**src/rtl/mem_port_arbiter.sv**
```systemverilog
// mem_port_arbiter: shares one single-port sync RAM between instruction fetch and the load/store unit.
//   Grants one access per cycle (data wins by default), drives the RAM bus from the winner,
//   and returns read data to the owning port one cycle after the grant.
//   Ports: clk, rst (async, active-high)
//          fetch: if_req, if_addr -> if_gnt (comb), if_rvalid (reg), if_rdata
//          data : d_req, d_we, d_addr, d_wdata, d_wstrb -> d_gnt (comb), d_rvalid (reg), d_rdata
//          RAM  : mem_en, mem_we, mem_be, mem_addr, mem_wdata, mem_rdata
//          debug: conflict_cnt (saturating count of cycles with both requests high)
//   Build option: ARB_STARVE_GUARD_EN forces a fetch grant after MAX_WAIT consecutive denials.
module mem_port_arbiter #(
  parameter int ADDR_W   = 10,
  parameter int DATA_W   = 32,
  parameter int MAX_WAIT = 4,
  parameter int CNT_W    = 16
) (
  input  logic                  clk,
  input  logic                  rst,
  input  logic                  if_req,
  input  logic [ADDR_W-1:0]     if_addr,
  output logic                  if_gnt,
  output logic                  if_rvalid,
  output logic [DATA_W-1:0]     if_rdata,
  input  logic                  d_req,
  input  logic                  d_we,
  input  logic [ADDR_W-1:0]     d_addr,
  input  logic [DATA_W-1:0]     d_wdata,
  input  logic [DATA_W/8-1:0]   d_wstrb,
  output logic                  d_gnt,
  output logic                  d_rvalid,
  output logic [DATA_W-1:0]     d_rdata,
  output logic                  mem_en,
  output logic                  mem_we,
  output logic [DATA_W/8-1:0]   mem_be,
  output logic [ADDR_W-1:0]     mem_addr,
  output logic [DATA_W-1:0]     mem_wdata,
  input  logic [DATA_W-1:0]     mem_rdata,
  output logic [CNT_W-1:0]      conflict_cnt
);
  typedef enum logic [1:0] {OWN_NONE, OWN_FETCH, OWN_DATA} owner_e;
  owner_e owner_q, owner_d;
  logic [DATA_W-1:0] if_hold_q, if_hold_d, d_hold_q, d_hold_d;
  logic [CNT_W-1:0] conflict_q, conflict_d;
  logic fetch_force;
`ifdef ARB_STARVE_GUARD_EN
  logic [3:0] wait_q, wait_d;
  assign fetch_force = wait_q == 4'(MAX_WAIT);
  always_comb wait_d = (if_req & ~if_gnt) ? wait_q + 4'd1 : 4'd0;
  always_ff @(posedge clk or posedge rst)
    if (rst) wait_q <= 4'd0;
    else     wait_q <= wait_d;
`else
  // MAX_WAIT only matters in the guard build; the comparison is constant false
  assign fetch_force = MAX_WAIT < 0;
`endif
  always_comb begin
    if_gnt    = ~rst & if_req & (~d_req | fetch_force);
    d_gnt     = ~rst & d_req & ~if_gnt;
    mem_en    = if_gnt | d_gnt;
    mem_we    = d_gnt & d_we;
    mem_be    = if_gnt ? '1 : d_gnt ? (d_we ? d_wstrb : '1) : '0;
    mem_addr  = if_gnt ? if_addr : d_addr;
    mem_wdata = d_wdata;
    owner_d   = if_gnt ? OWN_FETCH : (d_gnt & ~d_we) ? OWN_DATA : OWN_NONE;
    if_rvalid = owner_q == OWN_FETCH;
    d_rvalid  = owner_q == OWN_DATA;
    if_hold_d = if_rvalid ? mem_rdata : if_hold_q;
    d_hold_d  = d_rvalid ? mem_rdata : d_hold_q;
    if_rdata  = if_hold_d;
    d_rdata   = d_hold_d;
    conflict_d = (if_req & d_req & ~&conflict_q) ? conflict_q + 1'b1 : conflict_q;
    conflict_cnt = conflict_q;
  end
  always_ff @(posedge clk or posedge rst)
    if (rst) begin
      owner_q    <= OWN_NONE;
      if_hold_q  <= '0;
      d_hold_q   <= '0;
      conflict_q <= '0;
    end else begin
      owner_q    <= owner_d;
      if_hold_q  <= if_hold_d;
      d_hold_q   <= d_hold_d;
      conflict_q <= conflict_d;
    end
endmodule

```
**config.mk**
```make
export PLATFORM = sky130hd
export DESIGN_NAME = mem_port_arbiter
export DESIGN_NICKNAME = d
export VERILOG_FILES = /design/src/rtl/mem_port_arbiter.sv
export SDC_FILE = /design/constraint.sdc
export NUM_CORES = 1
export LEC_CHECK = 0
export ABC_AREA = 1
export BUFFER_PORTS_ARGS = -buffer_cell sky130_fd_sc_hd__buf_2
export CORE_MARGIN = 10
export CORE_UTILIZATION = 45
export CTS_BUF_LIST = sky130_fd_sc_hd__clkbuf_2
export DETAILED_ROUTE_END_ITERATION = 12
export PLACE_DENSITY = 0.81
export SYNTH_ARGS = -nofsm -noshare
export SYNTH_HDL_FRONTEND = slang
export SYNTH_SLANG_ARGS = --single-unit
```
**constraint.sdc**
```tcl
create_clock -name clk -period 7.15 [get_ports clk]
set_input_delay 1.7875 -clock clk [delete_from_list [all_inputs] [get_ports clk]]
set_output_delay 1.7875 -clock clk [all_outputs]
set_load 0.02 [all_outputs]
```
==> reports/results.ini <==
[status]
outcome = complete, no violations

[routing]
drtIter0Drc = 286
postRouteAntennaNets = 0
vias = 3494
drt_first_pass_iters = 6
wl_met2_mm = 5.53
wirelength_mm = 11.4
wl_per_cell_um = 16.0
met3_length_mm = 1.24
routed.top_layer = met4
route.detailed.drc = 0
wl_met1_mm = 4.31
viasPerCell = 4.91

[yosys]
syn_avg_cell_area_um2 = 8.18
synth_area_um2 = 3890
synth_top_family_by_area = simple AND/OR/NAND/NOR gates
synthAdderAreaFrac_pct = 0.321
synth-main-ff-cell = dfrtp_1
synth_area_leaders = dfrtp_1 (53%), nand2_1 (16%), o21ai_0 (7.2%)
synth_top_cell_area_share_pct = 52.7
synth.area.mux_share_pct = 0
yosysWarnings = 0
synth_top_area_cell = dfrtp_1
synth_cells = 476
ys_seq_area_share_pct = 52.7
ys_ff_latch = 82
synth_compound_area_share_pct = 9.48
synth-simple-area-share_pct = 23.4
synth_nets = 570
synth_edf_count = 0
ys_types = 24
ys_async_sr_fraction_pct = 100
synthXorXnorAreaFrac_pct = 0.900

[cells_and_area]
utilization_pct = 56.0
area_growth_pct = 19.3
drive_gt1_share_pct = 32.8
finalNetCount = 695
final_area_um2 = 4650
fillers = 757
final_cells = 712

[placed_design]
dpl-instance-area_um2 = 4540
dp_cells = 695
dp_hpwl_mm = 8.86
gp_congestion = 0.856
io_buffers = 160

[critical_path]
crit_type = input pin to output pin
cp_max_fo = 16
r2r-end = conflict_cnt[9]$_DFFE_PP0P_
cp.required_ns = 5.36
critPathLaunchType = input pin
reg2regPathDepth = 8
r2r-start = conflict_cnt[0]$_DFFE_PP0P_
cp.arrival_ns = 3.13
endpoint_kind = output pin
reg2reg_setup_slack_ns = 5.43

[power_and_ir_drop]
swShare_pct = 39.9
p_leak_nw = 2.67
irDropWorstVdd_mv = 0.123
p_switching_mw = 0.471
intPower_mw = 0.711
p_comb_share_pct = 31.2
p_clk_share_pct = 19.5
power_mw = 1.18
power_density_nw_per_um2 = 255
seqPwrFrac_pct = 49.3

[global_route]
grt_pass1_wl_mm = 18.0
grt_max_degree = 83
grt_pass1_vias = 3586
antenna_found_initial = 1
grtUsageTotal_pct = 17.3
overflow = 0

[die]
initial_utilization_pct = 46.9
dieArea_um2 = 12800
die_y_um = 113
num_rows = 33
fp.dieW_um = 113
io_pins = 225
coreArea_um2 = 8300

[timing]
fmax_ghz = 0.203
slew_headroom_pct = 31.3
hold_viol_final = 0
min_period_ns = 4.92
tns_ns = 0
worst_slew_pin_slew_ns = 1.03
setup_viol = 0
fin_crit_sh_pct = 68.8
rsz0062_at_grt = false
drv_slew = 0
fin_skew_ns = 0.0263

[worst_hold_path]
worstHoldStart = if_hold_q[17]$_DFF_PP0_
min_to = if_hold_q[17]$_DFF_PP0_
hold_path_depth = 2
hold_class = flip-flop to flip-flop

[clocking]
cts_setup_buffers = 0
clock-sinks = 82
numCtsBuffers = 9
htreeDepth = 3
cts_tree = yes
cts_hold_buf = 0
clk_latency_ns = 0.53
clk_path_buf_depth = 2
cts_resized = 0
cts.clk_slew.worst_paths_ns = 0.24
clockRootBuffer = clkbuf_2

[flow_run]
max-cap-violations = 0

[cell usage after synthesis (7+ instances only)]
| cell type | instances |
|---|---|
| dfrtp_1 | 82 |
| nand3_1 | 8 |
| clkbuf_1 | 12 |
| nor2_1 | 13 |
| o21ai_0 | 56 |
| nand2_1 | 164 |
| nor2_2 | 8 |
| buf_4 | 32 |
| o21ai_1 | 16 |
| inv_1 | 54 |
| nand4_1 | 7 |
[routing by layer]
layer / global-route usage [%] / vias to the layer above
li1: - / 1699
met1: 19.0 / 1602
met2: 28.3 / 175
met3: 7.61 / 18
met4: 7.78 / 0
met5: 0 / -
[power by group through the flow]
stage                     Sequential (mW)  Combinational [mW]  Clock, mW
after global routing                0.592               0.409      0.259
after global placement              0.588               0.365          0
after CTS                           0.583               0.376      0.238
after detailed placement            0.592               0.375          0
after floorplan                     0.598               0.248          0
final                               0.583               0.369      0.231
[through the flow]
step | hold slack (ns) | setup WS (ns)
3_3_place_gp | 0.469 | 2.31
6_report | 0.528 | 2.23
4_1_cts | 0.530 | 2.22
2_1_floorplan | 0.619 | 0.672
5_1_grt | 0.565 | 2.00
3_5_place_dp | 0.477 | 2.24
[placed cells by master (no fill, tap or decap), drive strengths merged, types with 2 or more instances in the layout]
cell,synthesis,final
buf,35,161
clkbuf,12,9
clkinv,1,4
clkinvlp,0,2
dfrtp,82,82
inv,56,58
nand2,168,168
nand3,9,9
nand3b,3,3
nand4,7,7
nor2,24,24
o21ai,73,73
xnor2,3,3
[worst max-delay path: stages]
cell	delay [ns]
buf_2	0.11
inv_1	0.06
nand3_1	0.38
inv_1	0.45
nand2_1	0.11
nand2_1	0.07
buf_2	0.16
[how the worst max path moves through the flow]
stage,slack (ns),end,from
finish,2.23,mem_addr[0],d_req
global route,2.00,mem_addr[0],d_req
CTS,2.22,mem_addr[0],d_req
detailed placement,2.24,mem_addr[0],d_req
global placement,2.31,mem_addr[0],d_req
floorplan,0.67,mem_addr[0],rst
[final cells by class]
class	instances	area (um^2)	share of cell area, %
flip-flops and latches	82	2050	44.2
multi-input cells	290	1330	28.6
repair buffers	161	808	17.4
inverters	57	216	4.66
well taps	105	131	2.83
clock inverters	7	61.3	1.32
clock buffers	9	45.0	0.970
diodes	1	2.50	0.0539
[state kept, by name (all words and copies together), names as in the netlist]
signal	flops
conflict_cnt	16
d_hold_q	32
if_hold_q	32
owner_q	2
[cell families (layout without fill, tap and decap cells)]
| kind of cell | Yosys count | count (layout) |
|---|---|---|
| and+or+nand+nor | 212 | 212 |
| xor gates and xnor gates | 4 | 4 |
| other | 0 | 1 |
| AOI/OAI and AO/OA | 73 | 73 |
| buffers and inverters | 104 | 234 |
| DFF | 82 | 82 |
| adders and majority gates | 1 | 1 |
(Power assumes the default switching activity.)
